===== src/rtl/mem_arbiter.sv =====
// mem_arbiter: serialises core (C) and loader (L) accesses onto one synchronous memory port.
// Optional ARB_ROUND_ROBIN_EN alternates ties between ports; the default build gives the core fixed priority.
module mem_arbiter #(
    parameter int ADDR_W  = 32,
    parameter int DATA_W  = 32,
    parameter int MEM_LAT = 1
) (
    input  logic              clk,
    input  logic              reset,
    input  logic              c_req,
    input  logic              c_we,
    input  logic [ADDR_W-1:0] c_addr,
    input  logic [DATA_W-1:0] c_wdata,
    output logic              c_gnt,
    output logic              c_ack,
    output logic [DATA_W-1:0] c_rdata,
    input  logic              l_req,
    input  logic              l_we,
    input  logic [ADDR_W-1:0] l_addr,
    input  logic [DATA_W-1:0] l_wdata,
    output logic              l_gnt,
    output logic              l_ack,
    output logic [DATA_W-1:0] l_rdata,
    output logic              m_en,
    output logic              m_we,
    output logic [ADDR_W-1:0] m_addr,
    output logic [DATA_W-1:0] m_wdata,
    input  logic [DATA_W-1:0] m_rdata,
    output logic              busy,
    output logic [1:0]        state
);

    localparam logic [1:0] ST_IDLE  = 2'd0;
    localparam logic [1:0] ST_ISSUE = 2'd1;
    localparam logic [1:0] ST_WAIT  = 2'd2;
    localparam logic [1:0] ST_DONE  = 2'd3;
    localparam logic [1:0] LAT_LOAD = 2'(MEM_LAT - 1);
    localparam logic       PORT_C   = 1'b0;
    localparam logic       PORT_L   = 1'b1;

    logic [1:0]        state_r, state_s;
    logic [1:0]        cnt_r, cnt_s;
    logic              owner_r, owner_s;
    logic              cmd_we_r, cmd_we_s;
    logic [ADDR_W-1:0] cmd_addr_r, cmd_addr_s;
    logic [DATA_W-1:0] cmd_wdata_r, cmd_wdata_s;
    logic              winner_s;

    logic              c_gnt_r, c_gnt_s, l_gnt_r, l_gnt_s;
    logic              c_ack_r, c_ack_s, l_ack_r, l_ack_s;
    logic [DATA_W-1:0] c_rdata_r, c_rdata_s, l_rdata_r, l_rdata_s;
    logic              m_en_r, m_en_s, m_we_r, m_we_s;
    logic              busy_r, busy_s;

`ifdef ARB_ROUND_ROBIN_EN
    logic last_r, last_s;

    // Tie goes to the port that was not granted last
    always_comb begin
        if (c_req && l_req) begin
            winner_s = ~last_r;
        end else if (c_req) begin
            winner_s = PORT_C;
        end else begin
            winner_s = PORT_L;
        end
    end

    // Pointer follows the owner as each access completes
    always_comb begin
        if (state_r == ST_DONE) begin
            last_s = owner_r;
        end else begin
            last_s = last_r;
        end
    end

    // Last-granted pointer; starts at L so the core wins the first tie
    always_ff @(posedge clk or negedge reset) begin
        if (!reset) begin
            last_r <= PORT_L;
        end else begin
            last_r <= last_s;
        end
    end
`else
    // Fixed priority: loader only wins when the core is not asking
    always_comb begin
        if (c_req) begin
            winner_s = PORT_C;
        end else begin
            winner_s = PORT_L;
        end
    end
`endif

    // Access sequencer: capture command, issue, count latency, complete
    always_comb begin
        state_s     = state_r;
        cnt_s       = cnt_r;
        owner_s     = owner_r;
        cmd_we_s    = cmd_we_r;
        cmd_addr_s  = cmd_addr_r;
        cmd_wdata_s = cmd_wdata_r;
        case (state_r)
            ST_IDLE: begin
                if (c_req || l_req) begin
                    owner_s = winner_s;
                    if (winner_s == PORT_L) begin
                        cmd_we_s    = l_we;
                        cmd_addr_s  = l_addr;
                        cmd_wdata_s = l_wdata;
                    end else begin
                        cmd_we_s    = c_we;
                        cmd_addr_s  = c_addr;
                        cmd_wdata_s = c_wdata;
                    end
                    state_s = ST_ISSUE;
                end else begin
                    state_s = ST_IDLE;
                end
            end
            ST_ISSUE: begin
                cnt_s   = LAT_LOAD;
                state_s = ST_WAIT;
            end
            ST_WAIT: begin
                if (cnt_r == 2'd0) begin
                    state_s = ST_DONE;
                end else begin
                    cnt_s = cnt_r - 2'd1;
                end
            end
            ST_DONE: begin
                state_s = ST_IDLE;
            end
            default: begin
                state_s = ST_IDLE;
            end
        endcase
    end

    // Output values for the coming cycle; read data is taken on the last WAIT cycle
    always_comb begin
        m_en_s    = (state_s == ST_ISSUE);
        m_we_s    = (state_s == ST_ISSUE) && cmd_we_s;
        c_gnt_s   = (state_s == ST_ISSUE) && (owner_s == PORT_C);
        l_gnt_s   = (state_s == ST_ISSUE) && (owner_s == PORT_L);
        c_ack_s   = (state_s == ST_DONE) && (owner_s == PORT_C);
        l_ack_s   = (state_s == ST_DONE) && (owner_s == PORT_L);
        busy_s    = (state_s != ST_IDLE);
        c_rdata_s = c_ack_s ? m_rdata : {DATA_W{1'b0}};
        l_rdata_s = l_ack_s ? m_rdata : {DATA_W{1'b0}};
    end

    // State, command and output registers
    always_ff @(posedge clk or negedge reset) begin
        if (!reset) begin
            state_r     <= ST_IDLE;
            cnt_r       <= 2'd0;
            owner_r     <= PORT_C;
            cmd_we_r    <= 1'b0;
            cmd_addr_r  <= {ADDR_W{1'b0}};
            cmd_wdata_r <= {DATA_W{1'b0}};
            m_en_r      <= 1'b0;
            m_we_r      <= 1'b0;
            c_gnt_r     <= 1'b0;
            l_gnt_r     <= 1'b0;
            c_ack_r     <= 1'b0;
            l_ack_r     <= 1'b0;
            busy_r      <= 1'b0;
            c_rdata_r   <= {DATA_W{1'b0}};
            l_rdata_r   <= {DATA_W{1'b0}};
        end else begin
            state_r     <= state_s;
            cnt_r       <= cnt_s;
            owner_r     <= owner_s;
            cmd_we_r    <= cmd_we_s;
            cmd_addr_r  <= cmd_addr_s;
            cmd_wdata_r <= cmd_wdata_s;
            m_en_r      <= m_en_s;
            m_we_r      <= m_we_s;
            c_gnt_r     <= c_gnt_s;
            l_gnt_r     <= l_gnt_s;
            c_ack_r     <= c_ack_s;
            l_ack_r     <= l_ack_s;
            busy_r      <= busy_s;
            c_rdata_r   <= c_rdata_s;
            l_rdata_r   <= l_rdata_s;
        end
    end

    assign c_gnt   = c_gnt_r;
    assign l_gnt   = l_gnt_r;
    assign c_ack   = c_ack_r;
    assign l_ack   = l_ack_r;
    assign c_rdata = c_rdata_r;
    assign l_rdata = l_rdata_r;
    assign m_en    = m_en_r;
    assign m_we    = m_we_r;
    assign m_addr  = cmd_addr_r;
    assign m_wdata = cmd_wdata_r;
    assign busy    = busy_r;
    assign state   = state_r;

endmodule


===== config.mk =====
export PLATFORM = sky130hd
export DESIGN_NAME = mem_arbiter
export DESIGN_NICKNAME = d
export VERILOG_FILES = /design/src/rtl/mem_arbiter.sv
export SDC_FILE = /design/constraint.sdc
export NUM_CORES = 1
export LEC_CHECK = 0
export BUFFER_PORTS_ARGS = -buffer_cell sky130_fd_sc_hd__buf_4
export CORE_AREA = 2 2 117 119
export CTS_BUF_LIST = sky130_fd_sc_hd__clkbuf_8
export DETAILED_ROUTE_END_ITERATION = 6
export DIE_AREA = 0 0 119 121
export GPL_ROUTABILITY_DRIVEN = 1
export PLACE_DENSITY = 0.77
export SYNTH_ARGS = -nofsm -noshare
export SYNTH_HDL_FRONTEND = slang
export SYNTH_SLANG_ARGS = --single-unit

===== constraint.sdc =====
create_clock -name clk -period 3.15 [get_ports clk]
set_input_delay 0 -clock clk [delete_from_list [all_inputs] [get_ports clk]]
set_output_delay 0 -clock clk [all_outputs]
set_load 0.05 [all_outputs]

==> out/metrics.cfg, run 1 <==
[outcome]
outcome=finished, final reports clean

[synth]
syn-num-nets=674
synth_warnings=0
synth_top_family_by_area=simple AND/OR/NAND/NOR gates
synthXorXnorAreaFrac=0
ys_seq_elements=141
synth-seq-area-share=0.627
avgSynthCellArea_um2=11.2
synth_flop_cell=dfrtp_1
ys_top_cells_by_count=dfrtp_1 (141), nand2_1 (97), nor3_1 (66)
yosys.area_share.simple=0.139
yosysTopAreaCell=dfrtp_1
synth-compound-area-share=0.0663
synthCells=503
synth_most_common_cell=dfrtp_1
synth.distinct_cells=25
muxShareOfSynthArea=0.114
synthesis.area_um2=5630
synth_edf_count=0
synthTopCellsByArea=dfrtp_1 (63%), mux2i_1 (11%), nand2_1 (6.5%)
ys_async_sr_fraction=1.00
yosys.area_share.adder=0.0111
synth_top_area_share=0.627

[timing]
max_freq_mhz=483
setup_viol=0
clock_skew_ns=0.00902
slew_viol_final=0
setup_ws_ns=1.08
setup_tns_ns=0
final.min_clock_period_ns=2.07
slew-limit-headroom=0.347
finalHoldViolCount=0
grt_setup_unrepaired=false
whs_ns=0.0956
worst_pin_slew_ns=0.976
min_period_over_period=0.657

[clock_network]
cts_buffers=17
path_clk_slew_ns=0.08
clockBufferDepth=2
cts-resized-gates=0
clock-sinks=141
cts-root-buf=clkbuf_8
clock_latency_ns=0.44
cts_tree=built
htree_num_levels=4

[drt]
vias=5662
drc=0
via_per_inst=4.96
wl_per_cell_um=18.2
wl_mm=20.7
first_pass_iters=4
drtIter0Drc=290
ant_nets=0

[placement]
io_buffers=302
gp_congestion=0.853
hpwl_mm=11.8
dp_slack_ns=1.21

[finish]
nets=1126
final_core_util=0.763
syn_to_final_growth_pct=77.5
fill_cells=747
n_antenna_cell=0
drive_gt1_frac=0.353

[die]
dieArea_um2=14400
core_um2=13100
die_height_um=121
start_util=0.430
num_rows=42
die_w_um=119
ios=303

[setup_path]
endpoint_kind=flip-flop
worst-r2r-cell-count=5
crit_path_start_kind=flip-flop
path_class=flip-flop to flip-flop
arrival_ns=2.46
cp.required_ns=3.54
critical_path.max_fanout=40

[worst_hold_path]
hold_path_class=primary input to flip-flop
whs_path_depth=4

[global_routing]
antenna_found_initial=0
grt_pass1_wl_mm=32.7
grt_pass1_vias=6081
grt_start_max_net_pins=95
grt_overflow_total=0
grtUsageTotal=0.296

[job]
max_cap_viol_count=0

[pwr]
vdd_drop_max_v=0.000615
leakagePower_uw=0.00512
power.density_nw_per_um2=1010

-- worst paths after layout --
check                             from     endpoint  slack, ns
setup / recovery              state[0]     cmd_we_r       1.08
hold / removal                    c_we         m_we        0.1
setup reg to reg              state[0]     cmd_we_r       1.08
hold reg to reg            m_wdata[24]  m_wdata[24]       0.49
max in group asynchronous        reset  m_wdata[17]       2.00
min in group asynchronous        reset   l_rdata[5]       0.23
-- flip-flops by register name (all words and copies together), names as in the netlist, 2 cells and up --
| signal | count |
|---|---|
| cnt_r | 2 |
| m_addr | 32 |
| l_rdata | 32 |
| state | 2 |
| c_rdata | 32 |
| m_wdata | 32 |
-- power breakdown --
| part | switching (uW) | internal, uW |
|---|---|---|
| Combinational | 4200 | 1680 |
| Sequential | 345 | 2490 |
| Clock | 647 | 719 |
| Total | 5190 | 4890 |
-- per-stage QoR --
stage / total power (uW) / cell area, um^2 / cells
after floorplan: 6620 / 5630 / 503
after global placement: 8250 / 7990 / 949
after detailed placement: 8400 / 7990 / 949
after CTS: 9960 / 9990 / 1141
after global routing: 10600 / 9990 / 1141
final: 10100 / 9990 / 1141
-- cells by family (layout without fill, tap and decap cells) --
group                    count (synthesis)  count (layout)
AND/OR/NAND/NOR                        175             175
flip-flops                             141             141
AO/OA/AOI/OAI                           72              72
multiplexers                            64              64
buffers and inverters                   46             508
adder cells (fa/ha/maj)                  5               5
-- cells in the final DEF, fill, tap and decap left out, types with 2 or more instances in the layout --
cell type and count:
clkbuf_8 19, mux2i_1 64, clkinv_2 3, bufinv_16 2, nand2b_1 3, o21ai_1 64, buf_4 306, nor3b_1 2
buf_12 2, nand2_1 97, ha_1 5, inv_1 9, o21ai_0 4, nand3_1 2, dlygate4sd3_1 163, nor3_1 66
dfrtp_1 141
-- critical path, stage by stage, from the launching register on --
cell and delay [ns]:
dfrtp_1 0.42, inv_1 0.12, ha_1 0.28, o21ai_4 0.30, a211oi_2 0.32, dlygate4sd3_1 0.57
-- metal layers --
metal,vias up,part of all wire,track usage,wire length (um)
met4,0,0.039,0.136,801
met1,2688,0.37,0.333,7690
met2,299,0.50,0.507,10500
met3,68,0.086,0.101,1780
met5,-,0,0,0
li1,2607,-,-,-
-- layout make-up --
cell class	instances	area [um^2]	share of cell area
Timing Repair Buffer	472	3980	0.399
Sequential cell	141	3530	0.353
Multi-Input combinational cell	316	1870	0.187
Clock buffer	19	262	0.0262
Tap cell	176	220	0.0220
Clock inverter	10	103	0.0103
Inverter	7	26.3	0.00263
-- timing repair --
| action | CTS | global route |
|---|---|---|
| hold endpoints to repair | 221 | 0 |
| setup buffers | 0 | 0 |
| hold buffers | 163 | 0 |
Power figures use the tool's default switching activity.
==> run 2, diff against run 1 <==
--- a/config.mk
+++ b/config.mk
@@ -6,12 +6,13 @@
 export NUM_CORES = 1
 export LEC_CHECK = 0
 export BUFFER_PORTS_ARGS = -buffer_cell sky130_fd_sc_hd__buf_4
-export CORE_AREA = 2 2 117 119
+export CORE_ASPECT_RATIO = 1.2
+export CORE_MARGIN = 2
+export CORE_UTILIZATION = 42
 export CTS_BUF_LIST = sky130_fd_sc_hd__clkbuf_8
 export DETAILED_ROUTE_END_ITERATION = 6
-export DIE_AREA = 0 0 119 121
 export GPL_ROUTABILITY_DRIVEN = 1
-export PLACE_DENSITY = 0.77
+export PLACE_DENSITY = 0.79
 export SYNTH_ARGS = -nofsm -noshare
 export SYNTH_HDL_FRONTEND = slang
 export SYNTH_SLANG_ARGS = --single-unit
==> constraint.sdc (replaced) <==
create_clock -name clk -period 1.8 [get_ports clk]
set_input_delay 0 -clock clk [delete_from_list [all_inputs] [get_ports clk]]
set_output_delay 0 -clock clk [all_outputs]
set_load 0.05 [all_outputs]
==> out/metrics.cfg, run 2 (synthesis gave the netlist of run 1 again) <==
[clock_network]
path_clk_slew_ns=0.09  ; about the same
clock_latency_ns=0.42  ; -0.02 ns
cts-root-buf=clkbuf_8
clock-sinks=141  ; unchanged
cts_setup_buffers=0  ; unchanged
clockBufferDepth=2  ; unchanged
cts_buffers=17  ; unchanged
htree_num_levels=4  ; unchanged
cts_tree=built

[setup_path]
cp.required_ns=2.13  ; -1.41 ns
arrival_ns=2.03  ; -0.43 ns
r2r_slack_ns=0.09  ; -0.99 ns
path_class=flip-flop to flip-flop
endpoint=l_rdata[12]
regToRegEndpoint=l_rdata[12]
crit_start=state[0]
critical_path.max_fanout=18  ; -55%
worst-r2r-cell-count=6  ; +1
r2r_start=state[0]
endpoint_kind=flip-flop
crit_path_start_kind=flip-flop

[drt]
ant_nets=0  ; unchanged
drtIter0Drc=371  ; +28%
via_per_inst=5.19  ; +4.7%
wl_mm=22.8  ; +9.8%
first_pass_iters=5  ; +1
wl_per_cell_um=19.9  ; +9.2%
drc=0  ; unchanged
vias=5958  ; +5.2%

[timing]
setup_ws_ns=0.0916  ; -0.989 ns
setup_viol=0  ; unchanged
clock_skew_ns=0.0130  ; +0.00396 ns
grt_setup_unrepaired=true
worst_pin_slew_ns=0.408  ; -0.568 ns
whs_ns=0.0694  ; -0.0262 ns
final.min_clock_period_ns=1.71  ; -0.361 ns
max_freq_mhz=585  ; +21%
min_period_over_period=0.949  ; +0.292
slew-limit-headroom=0.728  ; +0.381
finalHoldViolCount=0  ; unchanged
slew_viol_final=0  ; unchanged

[placement]
dp_slack_ns=0.114  ; -1.10 ns
io_buffers=302  ; unchanged
hpwl_mm=12.9  ; +9.2%
gp_congestion=0.814  ; -4.6%

[global_routing]
grt_pass1_wl_mm=33.5  ; +2.6%
grt_overflow_total=0  ; unchanged
antenna_found_initial=0  ; unchanged
grt_pass1_vias=6293  ; +3.5%
grt_start_max_net_pins=71  ; -25%
grtUsageTotal=0.314  ; +0.0184

[pwr]
total_power_uw=18500  ; +84%
vdd_drop_max_v=0.00154  ; +150%
leakagePower_uw=0.00519  ; +1.5%
power.density_nw_per_um2=1820  ; +80%

[finish]
drive_gt1_frac=0.370  ; +0.0164
syn_to_final_growth_pct=81.1
final_core_util=0.773  ; +0.00987
nets=1137  ; +0.98%
multi_input_area_um2=1890  ; +0.94%
final_common_cell=buf_4
n_antenna_cell=0  ; unchanged
final_cell_mix=buf_4 (312), dlygate4sd3_1 (164), dfrtp_1 (139)
seqCellArea_um2=3530  ; about the same
fill_cells=685  ; -8.3%

[die]
dieArea_um2=14300  ; -0.42%
num_rows=46  ; +9.5%
die_w_um=110  ; -7.9%
ios=303  ; unchanged
core_um2=13200  ; +0.73%
start_util=0.427  ; -0.00310
die_height_um=131  ; +8.1%

[worst_hold_path]
hold_path_class=primary input to async pin

[job]
max_cap_viol_count=0  ; unchanged

[outcome]
outcome=finished, final reports clean

[run 2: cell type report]
| cell class | count | area share |
|---|---|---|
| Sequential cell | 141 | 0.347 |
| Inverter | 7 | 0.00258 |
| Tap cell | 168 | 0.0206 |
| Clock buffer | 17 | 0.0230 |
| Timing Repair Buffer | 483 | 0.404 |
| Clock inverter | 15 | 0.0184 |
| Multi-Input combinational cell | 316 | 0.185 |
[run 2: timing repair]
| item | in CTS | in global routing |
|---|---|---|
| hold buffers | 164 | 0 |
| setup endpoints to repair | 0 | 20 |
| endpoints found under the hold margin | 270 | 0 |
| resized for setup | 0 | 4 |
[run 2: worst max-delay path, cell delays in order (launching register included)]
cell and delay (ns):
dfrtp_2 0.44, inv_1 0.12, ha_1 0.19, o21ai_0 0.11
o21a_2 0.27, buf_4 0.22, nor3_2 0.25
[run 2: how the worst min path moves through the flow]
stage	cells after the start	start	endpoint	slack [ns]
after floorplan	0	reset	busy	-0.30
after global placement	1	reset	c_rdata[9]	-0.07
after global routing	2	reset	l_rdata[7]	0.07
after CTS	2	reset	l_rdata[11]	0.03
final	2	reset	l_rdata[7]	0.07
after detailed placement	1	reset	l_rdata[11]	-0.06
[run 2: per-stage QoR]
step	TNS (ns)	area (um^2)	cells
after floorplan	0	5630	503
after global placement	0	8110	951
after detailed placement	0	8110	951
after CTS	0	10200	1147
after global routing	-0.00256	10200	1147
final	0	10200	1147
[run 2: metal layers]
layer  vias up  share of wire  wire, um  GRT usage
li1       2629              -         -          -
met2       389           0.48     11000      0.507
met1      2858           0.36      8180      0.353
met3        82           0.11      2580      0.129
met5         -              0         0          0
met4         0          0.046      1060      0.173
[run 2: power breakdown]
group | total, uW | internal, uW | switching (uW)
sequential | 5040 | 4360 | 687
combinational | 10800 | 3210 | 7570
clock | 2720 | 1400 | 1320
total | 18500 | 8960 | 9580
